<file path="src/rtl/blockade_snd_pkg.sv">
// -----------------------------------------------------------------------------
// blockade_snd_pkg
// Shared definitions for the Blockade sound responder.
//   SND_PORT_*  : OUT port numbers decoded by blockade_sound (exact match)
//   env_state_t : envelope FSM states used by blockade_snd_env
// No ports (package only).
// -----------------------------------------------------------------------------
package blockade_snd_pkg;

  localparam logic [7:0] SND_PORT_COIN    = 8'h01;
  localparam logic [7:0] SND_PORT_FREQ    = 8'h02;
  localparam logic [7:0] SND_PORT_ENV_ON  = 8'h04;
  localparam logic [7:0] SND_PORT_ENV_OFF = 8'h08;

  typedef enum logic [1:0] {
    ENV_OFF,
    ENV_SUSTAIN,
    ENV_DECAY
  } env_state_t;

endpackage

</file>
<file path="src/rtl/blockade_snd_env.sv">
// -----------------------------------------------------------------------------
// blockade_snd_env
// Envelope FSM for the Blockade sound responder. Holds the amplitude that the
// top level gates with the square wave.
//
// Configuration macro: BLOCKADE_SND_ENVELOPE_EN
//   defined   : OFF / SUSTAIN / DECAY with a decay prescaler; amp ramps down
//               by one every DECAY_DIV clocks after env_off.
//   undefined : env_off drops amp straight to zero; no DECAY state and no
//               decay prescaler are built, DECAY_DIV is not used.
//
// Parameters:
//   DECAY_DIV : clocks per amplitude decrement step (>= 2)
//   AMP_MAX   : amplitude loaded by env_on
// Ports:
//   clk     in  1 : system clock
//   reset   in  1 : synchronous, active-high
//   env_on  in  1 : single-cycle pulse, start/restart the note
//   env_off in  1 : single-cycle pulse, release the note
//   amp     out 8 : current envelope amplitude
// -----------------------------------------------------------------------------
module blockade_snd_env
  import blockade_snd_pkg::*;
#(
  parameter int         DECAY_DIV = 4096,
  parameter logic [7:0] AMP_MAX   = 8'hFF
) (
  input  logic       clk,
  input  logic       reset,
  input  logic       env_on,
  input  logic       env_off,
  output logic [7:0] amp
);

  env_state_t state;

`ifdef BLOCKADE_SND_ENVELOPE_EN

  localparam int DW = $clog2(DECAY_DIV);

  logic [DW-1:0] decay_cnt;
  logic          decay_wrap;

  assign decay_wrap = (decay_cnt == DW'(DECAY_DIV - 1));

  // Envelope FSM. env_on wins from any state and restarts the note with a
  // fresh prescaler, so the first decay step after a release always takes a
  // full DECAY_DIV clocks. The prescaler only runs while decaying. The final
  // step (amp of 1 or already 0) lands on zero and leaves DECAY in the same
  // clock, so amp can never wrap below zero.
  always_ff @(posedge clk) begin
    if (reset) begin
      state     <= ENV_OFF;
      amp       <= 8'h00;
      decay_cnt <= '0;
    end else if (env_on) begin
      state     <= ENV_SUSTAIN;
      amp       <= AMP_MAX;
      decay_cnt <= '0;
    end else begin
      case (state)
        ENV_SUSTAIN: begin
          decay_cnt <= '0;
          if (env_off) begin
            state <= ENV_DECAY;
          end
        end
        ENV_DECAY: begin
          if (decay_wrap) begin
            decay_cnt <= '0;
            if (amp <= 8'd1) begin
              amp   <= 8'h00;
              state <= ENV_OFF;
            end else begin
              amp <= amp - 8'd1;
            end
          end else begin
            decay_cnt <= decay_cnt + DW'(1);
          end
        end
        default: begin
          state     <= ENV_OFF;
          amp       <= 8'h00;
          decay_cnt <= '0;
        end
      endcase
    end
  end

`else

  // Gate-style envelope: env_on opens the note at full amplitude and env_off
  // silences it on the very next clock.
  always_ff @(posedge clk) begin
    if (reset) begin
      state <= ENV_OFF;
      amp   <= 8'h00;
    end else if (env_on) begin
      state <= ENV_SUSTAIN;
      amp   <= AMP_MAX;
    end else if (env_off) begin
      state <= ENV_OFF;
      amp   <= 8'h00;
    end
  end

`endif

endmodule

</file>
<file path="src/rtl/blockade_sound.sv">
// -----------------------------------------------------------------------------
// blockade_sound
// OUT-cycle responder for the Blockade core: detects the rising edge of the
// OUTP strobe, decodes the port number, keeps the coin latch and tone
// frequency, drives the envelope and produces an 8-bit unsigned square-wave
// sample.
//
// Configuration macro: BLOCKADE_SND_ENVELOPE_EN (see blockade_snd_env).
//
// Parameters:
//   TONE_DIV  : clocks per tone base tick (>= 2)
//   DECAY_DIV : clocks per envelope decrement step (>= 2)
//   AMP_MAX   : amplitude loaded on envelope-on
// Ports:
//   clk        in  1 : system clock
//   reset      in  1 : synchronous, active-high
//   outp       in  1 : level OUT strobe, held high several clocks per OUT
//   io_addr    in  8 : port number, stable while outp is high
//   io_data    in  8 : write data, stable while outp is high
//   coin_latch out 1 : coin latch state
//   freq       out 8 : current frequency register
//   audio      out 8 : unsigned mono sample
// -----------------------------------------------------------------------------
module blockade_sound
  import blockade_snd_pkg::*;
#(
  parameter int         TONE_DIV  = 512,
  parameter int         DECAY_DIV = 4096,
  parameter logic [7:0] AMP_MAX   = 8'hFF
) (
  input  logic       clk,
  input  logic       reset,
  input  logic       outp,
  input  logic [7:0] io_addr,
  input  logic [7:0] io_data,
  output logic       coin_latch,
  output logic [7:0] freq,
  output logic [7:0] audio
);

  localparam int TW = $clog2(TONE_DIV);

  logic          outp_q;
  logic          wr_edge;
  logic          wr_q;
  logic [7:0]    wr_addr;
  logic [7:0]    wr_data;
  logic          env_on;
  logic          env_off;
  logic [TW-1:0] tone_cnt;
  logic          tone_tick;
  logic [7:0]    div_cnt;
  logic          square;
  logic [7:0]    amp;

  assign wr_edge = outp & ~outp_q;

  // Edge detect plus a one-deep write capture. outp_q resets high so a strobe
  // that is already high when reset releases is treated as old and never
  // fires. The captured write is applied on the following clock, which also
  // lets a reset in the edge cycle discard the write cleanly.
  always_ff @(posedge clk) begin
    if (reset) begin
      outp_q  <= 1'b1;
      wr_q    <= 1'b0;
      wr_addr <= 8'h00;
      wr_data <= 8'h00;
    end else begin
      outp_q <= outp;
      wr_q   <= wr_edge;
      if (wr_edge) begin
        wr_addr <= io_addr;
        wr_data <= io_data;
      end
    end
  end

  assign env_on  = wr_q && (wr_addr == SND_PORT_ENV_ON);
  assign env_off = wr_q && (wr_addr == SND_PORT_ENV_OFF);

  // Port registers written by the decoded OUT cycle.
  always_ff @(posedge clk) begin
    if (reset) begin
      coin_latch <= 1'b0;
      freq       <= 8'h00;
    end else if (wr_q) begin
      if (wr_addr == SND_PORT_COIN) begin
        coin_latch <= wr_data[7];
      end
      if (wr_addr == SND_PORT_FREQ) begin
        freq <= wr_data;
      end
    end
  end

  assign tone_tick = (tone_cnt == TW'(TONE_DIV - 1));

  // Tone generator: div_cnt counts ticks up from the reload value to 8'hFF,
  // then reloads from freq and flips the square wave. freq is only sampled at
  // reload, so a mid-period write never shortens the current half-period.
  always_ff @(posedge clk) begin
    if (reset) begin
      tone_cnt <= '0;
      div_cnt  <= 8'h00;
      square   <= 1'b0;
    end else if (tone_tick) begin
      tone_cnt <= '0;
      if (div_cnt == 8'hFF) begin
        div_cnt <= freq;
        square  <= ~square;
      end else begin
        div_cnt <= div_cnt + 8'd1;
      end
    end else begin
      tone_cnt <= tone_cnt + TW'(1);
    end
  end

  blockade_snd_env #(
    .DECAY_DIV (DECAY_DIV),
    .AMP_MAX   (AMP_MAX)
  ) u_env (
    .clk     (clk),
    .reset   (reset),
    .env_on  (env_on),
    .env_off (env_off),
    .amp     (amp)
  );

  // Registered output sample: envelope amplitude while the square is high.
  always_ff @(posedge clk) begin
    if (reset) begin
      audio <= 8'h00;
    end else begin
      audio <= square ? amp : 8'h00;
    end
  end

endmodule

</file>
<file path="config.mk">
export PLATFORM = sky130hd
export DESIGN_NAME = blockade_sound
export DESIGN_NICKNAME = d
export VERILOG_FILES = /design/src/rtl/blockade_snd_pkg.sv /design/src/rtl/blockade_snd_env.sv /design/src/rtl/blockade_sound.sv
export SDC_FILE = /design/constraint.sdc
export NUM_CORES = 1
export LEC_CHECK = 0
export BUFFER_PORTS_ARGS = -buffer_cell sky130_fd_sc_hd__buf_2
export CORE_AREA = 4 4 64 66
export DETAILED_ROUTE_END_ITERATION = 12
export DIE_AREA = 0 0 68 70
export PLACE_DENSITY = 0.88
export RECOVER_POWER = 50
export SLEW_MARGIN = 20
export SYNTH_ARGS = -nofsm -noshare
export SYNTH_HDL_FRONTEND = slang
export SYNTH_SLANG_ARGS = --single-unit
</file>
<file path="constraint.sdc">
create_clock -name clk -period 5.7 [get_ports clk]
set_clock_uncertainty 0.15 [all_clocks]
set_input_delay 0 -clock clk [delete_from_list [all_inputs] [get_ports clk]]
set_output_delay 0 -clock clk [all_outputs]
set_load 0.01 [all_outputs]
</file>
# ---- Word level (Yosys, flattened, before mapping)
# Cells that the tools add are included.
dict set report totals {
  register_bits 61
  out_inout_bits 17
  elab_cells 33
  inputBits 19
}
dict set report op_classes {
  muxes 3
  n_reduce_logical 8
  addsub 2
  n_eq_ne 6
  bitwise_logic 3
}
# op count
set ops {}
lappend ops {{8-bit 2-to-1 mux} 3}
lappend ops {{9-bit by 1-bit adder with 9-bit output, second input constant} 1}
lappend ops {{9-bit == test, second input constant} 1}
lappend ops {{8-bit by 1-bit adder with 8-bit output, second input constant} 1}
lappend ops {{8-bit by 1-bit == test with 1-bit output, second input constant} 1}
lappend ops {{8-bit by 2-bit == test with 1-bit output, second input constant} 1}
lappend ops {{8-bit by 3-bit == test with 1-bit output, second input constant} 1}
lappend ops {{8-bit by 4-bit == test with 1-bit output, second input constant} 1}
lappend ops {{8-bit == test, second input constant} 1}
lappend ops {{2-bit AND reduction} 3}
lappend ops {{2-bit OR reduction} 2}
lappend ops {{1-bit logical AND} 2}
lappend ops {{1-bit NOT} 2}
lappend ops {{2-bit nonzero test} 1}
lappend ops {{1-bit bitwise AND} 1}

# ---- Logic depth before layout (Yosys ltp)
dict set report logic_depth {
  depth_word 4
  mapped_depth 9
  depth_no_buf 8
}

# ---- By module
# From an unflattened synthesis, not the netlist that was laid out.
dict set report hier_totals {
  hier_cells 253
  area_unflattened_um2 2267.2
}
# module cells_per_inst area_per_inst_um2 seq_area_each_um2 instances
set modules_own_cells {}
lappend modules_own_cells {blockade_sound 242 2175.8 1061.0 1}
lappend modules_own_cells {blockade_snd_env 11 91.3 20.0 1}

# ---- Least setup slack after synthesis
# Ideal clock, no wire load.
dict set report synth_timing {
  path_type {reg-to-reg}
  startpoint {register tone_cnt[0]}
  endpoint {register div_cnt[5]}
  path_stages_with_launch 10
  n_path_buf 1
  synth_period_minus_slack_ps 1836
  arrival_ps 1595
  setup_ps 91
  slack_ps 3864
  required_time_ps 5459
  path_cell_list {dfxtp_1 > ha_1 > nand3_1 > nor2_1 > ha_1 > clkbuf_1 > nand3_1 > nor2_1 > nor2_1 > a311oi_1}
}
dict set report synth_via {
  elab_chain_len 1
}
# element line
set synth_lines {}
lappend synth_lines {{start: declaration} blockade_sound.sv:50} ;# logic [TW-1:0] tone_cnt;
lappend synth_lines {{start signal: assignment} blockade_sound.sv:115} ;# tone_cnt <= tone_cnt + TW'(1);
lappend synth_lines {{9-bit == test} blockade_sound.sv:96} ;# assign tone_tick = (tone_cnt == TW'(TONE_DIV - 1));
lappend synth_lines {{end signal: assignment} blockade_sound.sv:109} ;# div_cnt <= freq;
lappend synth_lines {{end signal: assignment} blockade_sound.sv:112} ;# div_cnt <= div_cnt + 8'd1;
lappend synth_lines {{end: declaration} blockade_sound.sv:52} ;# logic [7:0] div_cnt;
# Every way passes these cells.
# A chain may end at the register's enable or synchronous reset.

# ---- Worst setup path after layout
dict set report layout_timing {
  startpoint {input port reset}
  endpoint {register tone_cnt[3]}
}
dict set report layout_via {
  elab_chain_len 1
}
# element line
set layout_lines {}
lappend layout_lines {{start: declaration} blockade_sound.sv:32} ;# input logic reset,
lappend layout_lines {{2-bit OR reduction (no line)} --}
# Every way passes these cells.

==> impl_results.md <==
* Critical Path Sink Type: register
* Status: complete, but fails checks
* Leak at 0.000877 uW
* Startpoint types: input pin
* Worst rel slew slack at -0.0906
* Initial antenna violation count at 0
* Register area share after synthesis at 0.477
* Global-route wire length before repair at 6.99 mm
* Pre-antenna DRT Iters at 4
* Post-route DRC at 0
* Fin. max-slew vios at 41
* Chip Width at 68 um
* GRT Total Usage at 0.189
* Clock power frac at 0.358
* Synth warnings at 0
* Sequential share of power at 0.579
* Vias in the first global route at 1548
* Setup TNS at 0 ns
* PortBufs at 35
* Cell class contributing the biggest share of worst-path delay: buffers and inverters
* Crit path DAT at 2.33 ns
* CP Max Fanout at 40
* Total CTS buffers at 5
* Sw Share at 0.219
* Post-CTS Resized at 0
* Worst path max stage delay at 1.18 ns
* Net count, final at 293
* Synthesized cell area at 1970 um^2
* H-tree depth at 2
* Worst path slowest cell: clkbuf_1
* Yosys top cell by area: dfxtp_1
* Layout cells sized above 1 at 0.107
* Rows at 22
* Failing checks: max-capacitance violations, max-slew violations
* Reg2Reg Depth at 7
* Root buf cell: clkbuf_4
* Most common cell after layout, fill and taps aside: dfxtp_1
* Max Clk Rate at 448 MHz
* P_int at 459 uW
* Area Overhead vs Synth at 19.0%
* Syn_area_per_cell at 8.65 um^2
* Post-Route WL at 4.07 mm
* Synth area leaders: dfxtp_1 (48%), nand2_1 (6.8%), mux2i_1 (6.1%)
* Die area at 4760 um^2
* Diodes inserted at 0
* Hold Violations, Final at 0
* Crit path cell chain: dlygate4sd3_1, clkbuf_1, or2_0, nor2_1
* Setup violators final at 0
* Commonest non-fill, non-tap cells in the layout: dfxtp_1 (47), nand2_1 (36), nor2_1 (31)
* Tightest Pin Transition at 1.64 ns
* Die Y-Extent at 70 um
* Hold Path Stages at 3
* Clk_lat worst skew at 0.37 ns
* Crit path buf inv count at 2
* Via density at 5.14
* Starting density of the core at 0.551
* Placed wire-length estimate at 2.64 mm
* Via count at 1641
* Post-CTS Setup Bufs at 0
* Share of Yosys cell area claimed by the top area cell type at 0.477
* Dpl cells at 293
* CTS tree: yes
* I/O pin cnt at 36
* Worst Hold Class: input pin to register
* GRT overflow at 0
* Peak VDD IR at 0.151 mV
* DR WL/cell at 12.8 um
* Final ANT Viol Nets at 0
* Unique masters post-synth at 36
* Unrepaired setup endpoints after global routing: false
* Placeable Area at 3580 um^2
* Post-synth EDFFs at 0
* Synth Register Bits at 47
* Tcrit/Tclk final at 0.392
* Gpl congestion at 0.839
* Combinational fraction of design power at 0.063
* Min Tclk post-route at 2.23 ns
* P per Cell Area at 250 nW/um^2
* # hold bufs at CTS at 18
* DR iter-0 viols at 100
* Clock net sink count at 47
* Clock transition at path regs at 0.14 ns
* Finished Layout Cells at 319
* Largest net degree at the start of global routing at 41
* Max_cap viols at 1
* Sw Pwr at 129 uW
* Post-synth ARST share at 0
* Crit path kind: input pin to register
* Gate Count Post-Synth at 228
* Synth Net Count at 251
* WHS at 0.226 ns
* Critical Path RT at 5.79 ns
* Max clock buf depth at 2
* Worst path depth at 4
* Main synth FF type: dfxtp_1
-- area by class of cell --
type	count	area, um^2
timing repair buffer	53	333
multi-input combinational	157	906
sequential	47	941
fill	312	1230
tap	48	60.1
inverter	6	22.5
clock buffer	6	51.3
clock inverter	2	35.0
-- registers in the layout, indices dropped and copies added (netlist names) --
| name | flops |
|---|---|
| tone_cnt | 9 |
| wr_q | 1 |
| square | 1 |
| outp_q | 1 |
| coin_latch | 1 |
| u_env.amp | 1 |
| wr_addr | 8 |
| div_cnt | 8 |
| audio | 1 |
| wr_data | 8 |
| freq | 8 |
-- cells by family after synthesis --
kind of cell | share of synthesized area
simple gates | 0.240
flops | 0.477
compound gates | 0.110
buf+inv | 0.0640
mux | 0.0609
xor+xnor | 0.0222
fa+ha+maj | 0.0254
-- synthesized netlist by cell type (2+ instances only) --
library cell / count
dfxtp_1: 47
nand2_1: 36
nor2_1: 31
a21oi_1: 22
mux2i_1: 12
nand3_1: 9
buf_4: 7
clkbuf_1: 7
inv_1: 6
ha_1: 4
nor2b_1: 4
o21ai_0: 4
nand4_1: 3
nor3_1: 3
xor2_1: 3
a211oi_1: 2
a311oi_1: 2
and3_1: 2
buf_2: 2
nand2b_1: 2
o32ai_1: 2
or2_2: 2
or3_1: 2
xnor2_1: 2
-- power groups by stage --
stage | Combinational (uW) | Clock [uW] | Sequential, uW
floorplan | 18.5 | 0 | 347
global placement | 26.0 | 0 | 347
detailed placement | 27.0 | 0 | 348
CTS | 36.3 | 211 | 341
global route | 41.7 | 225 | 342
finish | 37.1 | 210 | 341
-- through the flow --
step | utilization | setup WS [ns] | power [uW] | area (um^2)
final | 0.656 | 3.47 | 588 | 2350
after global routing | 0.656 | 3.20 | 608 | 2350
after CTS | 0.663 | 3.61 | 588 | 2370
after detailed placement | 0.588 | 3.61 | 375 | 2100
after global placement | 0.588 | 3.73 | 373 | 2100
after floorplan | - | 3.86 | 365 | 1970
-- worst paths after layout --
kind	from	end	slack [ns]
worst max-delay path	reset	tone_cnt[3]$_SDFF_PP0_	3.47
worst max register to register	tone_cnt[0]$_SDFF_PP0_	div_cnt[6]$_SDFFE_PP0N_	3.56
worst min-delay path	outp	outp_q$_SDFF_PP1_	0.23
worst min register to register	u_env.amp[6]$_SDFFE_PP0P_	audio[6]$_SDFF_PP0_	0.30
-- layer usage --
layer | track usage | routed length [um] | part of all wire | up-vias
li1 | - | - | - | 844
met1 | 0.254 | 1800 | 0.44 | 749
met2 | 0.292 | 1980 | 0.49 | 40
met3 | 0.0305 | 226 | 0.056 | 8
met4 | 0.0839 | 67 | 0.016 | 0
met5 | 0 | 0 | 0 | -
-- tightest hold or removal path, delay by kind of cell --
kind | cells | cell delay (ns)
buffers and inverters | 2 | 0.64
and+or+nand+nor | 1 | 0.09
Power figures use the tool's default switching activity.
